[src/rtl/tri_input_debounce.sv]
`default_nettype none
// ============================================================================
//  Module   : tri_input_debounce
//  Purpose  : Conditions three raw asynchronous lines (a, b, c) for the
//             downstream three-input combinational stage. Each line is
//             synchronised, then debounced independently. The block presents
//             clean registered levels and a one-cycle change strobe.
//  Revision : 1.0 - initial release
// ----------------------------------------------------------------------------
//  Parameters
//    SYNC_STAGES   : synchroniser flops per line (2..4)
//    STABLE_CYCLES : consecutive enabled samples a new level must hold (1..255)
//  Ports
//    clk        in   system clock, rising edge
//    rst        in   asynchronous active-high reset
//    raw_a/b/c  in   raw asynchronous input lines
//    sample_en  in   sampling tick; debounce counters advance only when high
//    a/b/c      out  debounced levels, registered
//    changed    out  one-cycle pulse in the cycle a/b/c first show a new value
//    busy       out  high while any channel has a nonzero pending count
//    glitch_cnt out  [7:0] saturating count of enabled edges with at least one
//                    aborted pending change (only with TRI_DEBOUNCE_GLITCH_CNT_EN)
//  Optional feature macro: TRI_DEBOUNCE_GLITCH_CNT_EN
// ============================================================================
module tri_input_debounce #(
    parameter int SYNC_STAGES   = 2,
    parameter int STABLE_CYCLES = 4
) (
    input  logic       clk,
    input  logic       rst,
    input  logic       raw_a,
    input  logic       raw_b,
    input  logic       raw_c,
    input  logic       sample_en,
    output logic       a,
    output logic       b,
    output logic       c,
    output logic       changed,
`ifdef TRI_DEBOUNCE_GLITCH_CNT_EN
    output logic [7:0] glitch_cnt,
`endif
    output logic       busy
);

    localparam int c_cnt_w = $clog2(STABLE_CYCLES + 1);
    // Count value at which the next disagreeing sample is the accepting one.
    localparam logic [c_cnt_w-1:0] c_last = c_cnt_w'(STABLE_CYCLES - 1);

    logic [2:0] w_raw;
    logic [2:0] w_sync;    // last synchroniser stage per channel
    logic [2:0] r_out;
    logic [2:0] w_upd;     // channel accepts its new level on this edge
    logic [2:0] w_abort;   // channel abandons a nonzero pending count
    logic [2:0] w_busy;
    logic       r_changed;

    assign w_raw = {raw_c, raw_b, raw_a};

    for (genvar i = 0; i < 3; i++) begin : g_ch
        logic [SYNC_STAGES-1:0] r_sync;
        logic [c_cnt_w-1:0]     r_cnt;

        // Synchroniser shifts every cycle, independent of sample_en.
        always_ff @(posedge clk or posedge rst) begin
            if (rst) begin
                r_sync <= '0;
            end else begin
                r_sync <= {r_sync[SYNC_STAGES-2:0], w_raw[i]};
            end
        end

        assign w_sync[i]  = r_sync[SYNC_STAGES-1];
        assign w_upd[i]   = sample_en && (w_sync[i] != r_out[i]) && (r_cnt == c_last);
        assign w_abort[i] = sample_en && (w_sync[i] == r_out[i]) && (r_cnt != '0);
        assign w_busy[i]  = (r_cnt != '0);

        // Counter is zero whenever the synchronised level matches the output;
        // it only runs while a different level keeps being sampled.
        always_ff @(posedge clk or posedge rst) begin
            if (rst) begin
                r_cnt    <= '0;
                r_out[i] <= 1'b0;
            end else if (sample_en) begin
                if (w_sync[i] == r_out[i]) begin
                    r_cnt <= '0;
                end else if (r_cnt == c_last) begin
                    r_out[i] <= w_sync[i];
                    r_cnt    <= '0;
                end else begin
                    r_cnt <= r_cnt + 1'b1;
                end
            end
        end
    end

    // Strobe rises on the same edge the outputs move, so it coincides with the
    // first cycle that shows the new value; simultaneous updates merge.
    always_ff @(posedge clk or posedge rst) begin
        if (rst) begin
            r_changed <= 1'b0;
        end else begin
            r_changed <= |w_upd;
        end
    end

`ifdef TRI_DEBOUNCE_GLITCH_CNT_EN
    logic [7:0] r_glitch_cnt;

    always_ff @(posedge clk or posedge rst) begin
        if (rst) begin
            r_glitch_cnt <= 8'd0;
        end else if ((|w_abort) && (r_glitch_cnt != 8'hFF)) begin
            r_glitch_cnt <= r_glitch_cnt + 8'd1;
        end
    end

    assign glitch_cnt = r_glitch_cnt;
`else
    // Abort detection only feeds the optional glitch counter.
    logic w_abort_unused;
    assign w_abort_unused = |w_abort;
`endif

    assign a       = r_out[0];
    assign b       = r_out[1];
    assign c       = r_out[2];
    assign changed = r_changed;
    assign busy    = |w_busy;

endmodule
`default_nettype wire

[config.mk]
export PLATFORM = sky130hd
export DESIGN_NAME = tri_input_debounce
export DESIGN_NICKNAME = d
export VERILOG_FILES = /design/src/rtl/tri_input_debounce.sv
export SDC_FILE = /design/constraint.sdc
export NUM_CORES = 1
export LEC_CHECK = 0
export CAP_MARGIN = 5
export CORE_MARGIN = 2
export CORE_UTILIZATION = 47
export DETAILED_ROUTE_END_ITERATION = 8
export GPL_ROUTABILITY_DRIVEN = 0
export GPL_TIMING_DRIVEN = 0
export PLACE_DENSITY = 0.72
export SLEW_MARGIN = 20
export SYNTH_ARGS = -nofsm -noshare
export SYNTH_HDL_FRONTEND = slang
export SYNTH_SLANG_ARGS = --single-unit
[constraint.sdc]
create_clock -name clk -period 1.24 [get_ports clk]
set_clock_uncertainty 0.05 [all_clocks]
set_input_delay 0.31 -clock clk [delete_from_list [all_inputs] [get_ports clk]]
set_output_delay 0.31 -clock clk [all_outputs]
set_load 0.02 [all_outputs]
==> flow_summary.ini <==
[outcome]
status = complete, but fails checks
violations = setup timing

[worst_setup_path]
rrSetupSlack_ns = -0.58
reg2reg_to = g_ch[0].r_cnt[1]
rr_worst_depth = 12
crit_start = g_ch[0].r_cnt[1]
cp-start-kind = register
cp_max_fo = 2
setup.worst_path.end_class = output pin
worst_ep_arrival_time_ns = 1.51
cp.required_ns = 0.88
timing.rr.start = g_ch[0].r_cnt[1]
critPathKind = register to output pin

[min_path]
hold_class = register to register
worstHoldStart = g_ch[2].r_sync[0]
min_path_cells = 0
min_to = g_ch[2].r_sync[1]

[timing]
clock.fmax_ghz = 0.5333
slew_headroom_pct = 53.02
rsz0062_at_grt = true
setup_viol = 12
final_hold_viol_count = 0
fin_crit_ns = 1.875
tns_ns = -2.106
maxSlewViolCount = 0
worst_slew_pin_slew_ns = 0.7040
period_share_pct = 151.2
finalWorstSetupSlack_ns = -0.6350

[placed_design]
place_area_um2 = 1001
dp_hpwl_um = 946.6
portBuffers = 9
placed_cells = 103

[synth]
syn_nets = 81
netlist_top_cells_count = 19 x dfrtp_1, 7 x inv_1, 6 x ha_1
netlist_area_um2 = 852.1
syn_avg_cell_area_um2 = 12.35
ys_ff_latch = 19
synth_top_area_cell = dfrtp_1
seq_area_frac_synth_pct = 55.80
netlist_instances = 69
async_flop_share_pct = 100.0
yosys.cell_count.top_type = dfrtp_1
synth_edf_count = 0
synth_top_area_share_pct = 55.80
synth_cell_type_count = 21
synth_warnings = 0
synthTopCellsByArea = dfrtp_1 56%, ha_1 8.8%, nand3b_4 4.7%
synthFlopType = dfrtp_1

[clocking]
htree_levels = 1
clkTransAtPathRegs_ns = 0.11
numClockSinks = 19
cts_made_buffers = 3
cts_tree = done
root_buffer = clkbuf_4
clockBufferDepth = 2
insertion_delay_ns = 0.30

[finish]
area_delta_synth_final_pct = 58.15
stdcell_area_um2 = 1348
fin_cells = 129
antenna_cells = 0
seqCellArea_um2 = 478.0
finalCoreUtilization_pct = 78.90
drive_above_1_share_pct = 60.58
nFillCells = 103
multi_input_area_um2 = 479.2
final_nets = 117

[drt]
drc = 0
ant_nets = 0
drt-total-wl_um = 1949
vias_per_cell = 4.806
dr.pass1.iters = 4
via_count = 620
first_iter_violations = 8
wire_per_inst_um = 15.11

[power_and_ir_drop]
p_sw_share_pct = 34.29
ir_drop_uv = 1315
power_density_nw_per_um2 = 2202
clockPowerShare_pct = 10.6
p_sw_mw = 1.017
p_seq_share_pct = 30.9
intPower_mw = 1.950
pwr-share-comb_pct = 58.5
cellLeakagePower_nw = 0.6481

[global_route]
grt_pass1_wl_um = 2822
grt_max_degree = 20
grt_use_total_pct = 20.29
grt_overflow = 0
antenna_found_initial = 0
grt_pass1_vias = 640

[die]
die_area_um2 = 2170
io_pins = 11
die_h_um = 46.58
start_util_pct = 49.89
die_w_um = 46.58
rows = 15
core_um2 = 1708

[flow_run]
cap_viol_max_count = 0
-- per-layer routing --
layer | vias up | GRT usage [%] | wire length, um | part of all wire [%]
met3 | 6 | 7.451 | 40 | 2.1
li1 | 299 | - | - | -
met2 | 12 | 34.17 | 1065 | 55
met1 | 303 | 22.39 | 810 | 42
met5 | - | 0 | 0 | 0
met4 | 0 | 9.714 | 32 | 1.6
-- area by class of cell --
class                      instances  area share [%]
clock buffer                       3           1.671
clock inverter                     1          0.5571
inverter                           7           1.950
tap                               25           2.321
multi-input combinational         41           35.56
timing repair buffer              31           21.73
buffer                             2          0.7428
sequential                        19           35.47
-- cells in the final DEF (no fill, tap or decap), types with 3 or more instances in the layout --
master	instances
dfrtp_1	17
buf_6	14
buf_4	12
inv_2	6
ha_4	4
clkdlybuf4s50_1	4
buf_2	3
nand2_1	3
o22ai_2	3
nor2b_4	3
o21ai_0	3
mux2_4	3
nand3_1	3
clkbuf_4	3
-- worst max-delay path by stage --
stage	slack (ns)	end
floorplan	-0.15	busy
finish	-0.63	busy
detailed placement	-0.72	busy
CTS	-0.63	busy
global placement	-0.68	busy
global route	-0.71	busy
-- state kept, by name, indices dropped and copies added, names as in the netlist --
register and cells:
g_ch.r_cnt 9, g_ch.r_sync 6, a 1, b 1, c 1, changed 1
-- critical path: stages (launching register included) --
cell and delay [ns]:
dfrtp_1 0.42, inv_2 0.09, ha_4 0.12, nand4b_1 0.10, or3_4 0.34, buf_6 0.14
-- power by group through the flow --
stage / Clock [mW] / Sequential [mW] / Combinational [mW]
finish: 0.314 / 0.916 / 1.74
global route: 0.361 / 0.928 / 1.86
CTS: 0.327 / 0.875 / 1.43
detailed placement: 0 / 0.883 / 0.844
global placement: 0 / 0.876 / 0.808
floorplan: 0 / 0.923 / 0.540
-- through the flow --
stage                     hold slack (ns)  setup WS, ns  power [mW]
final                              0.3187       -0.6350       2.967
after global routing               0.3243       -0.7057       3.144
after CTS                          0.3161       -0.6326       2.627
after detailed placement           0.2903       -0.7218       1.727
after global placement             0.2817       -0.6839       1.685
after floorplan                    0.2110       -0.1498       1.463
-- repair_timing --
item	4_1_cts	5_1_grt
buffers inserted	18	6
endpoints found under the hold margin	0	0
resized for setup	48	17
pin swaps	2	4
hold buffers	0	0
setup endpoints to repair	9	13
-- cells by family after synthesis --
| group | Yosys count | synth area share [%] |
|---|---|---|
| flip-flops | 19 | 55.80 |
| AND/OR/NAND/NOR | 20 | 16.89 |
| multiplexers | 3 | 4.846 |
| XOR/XNOR | 3 | 3.084 |
| adder cells (fa/ha/maj) | 6 | 8.810 |
| buffers and inverters | 9 | 4.259 |
| AO/OA/AOI/OAI | 9 | 6.314 |
No activity file was read; power rests on OpenSTA's default activity.
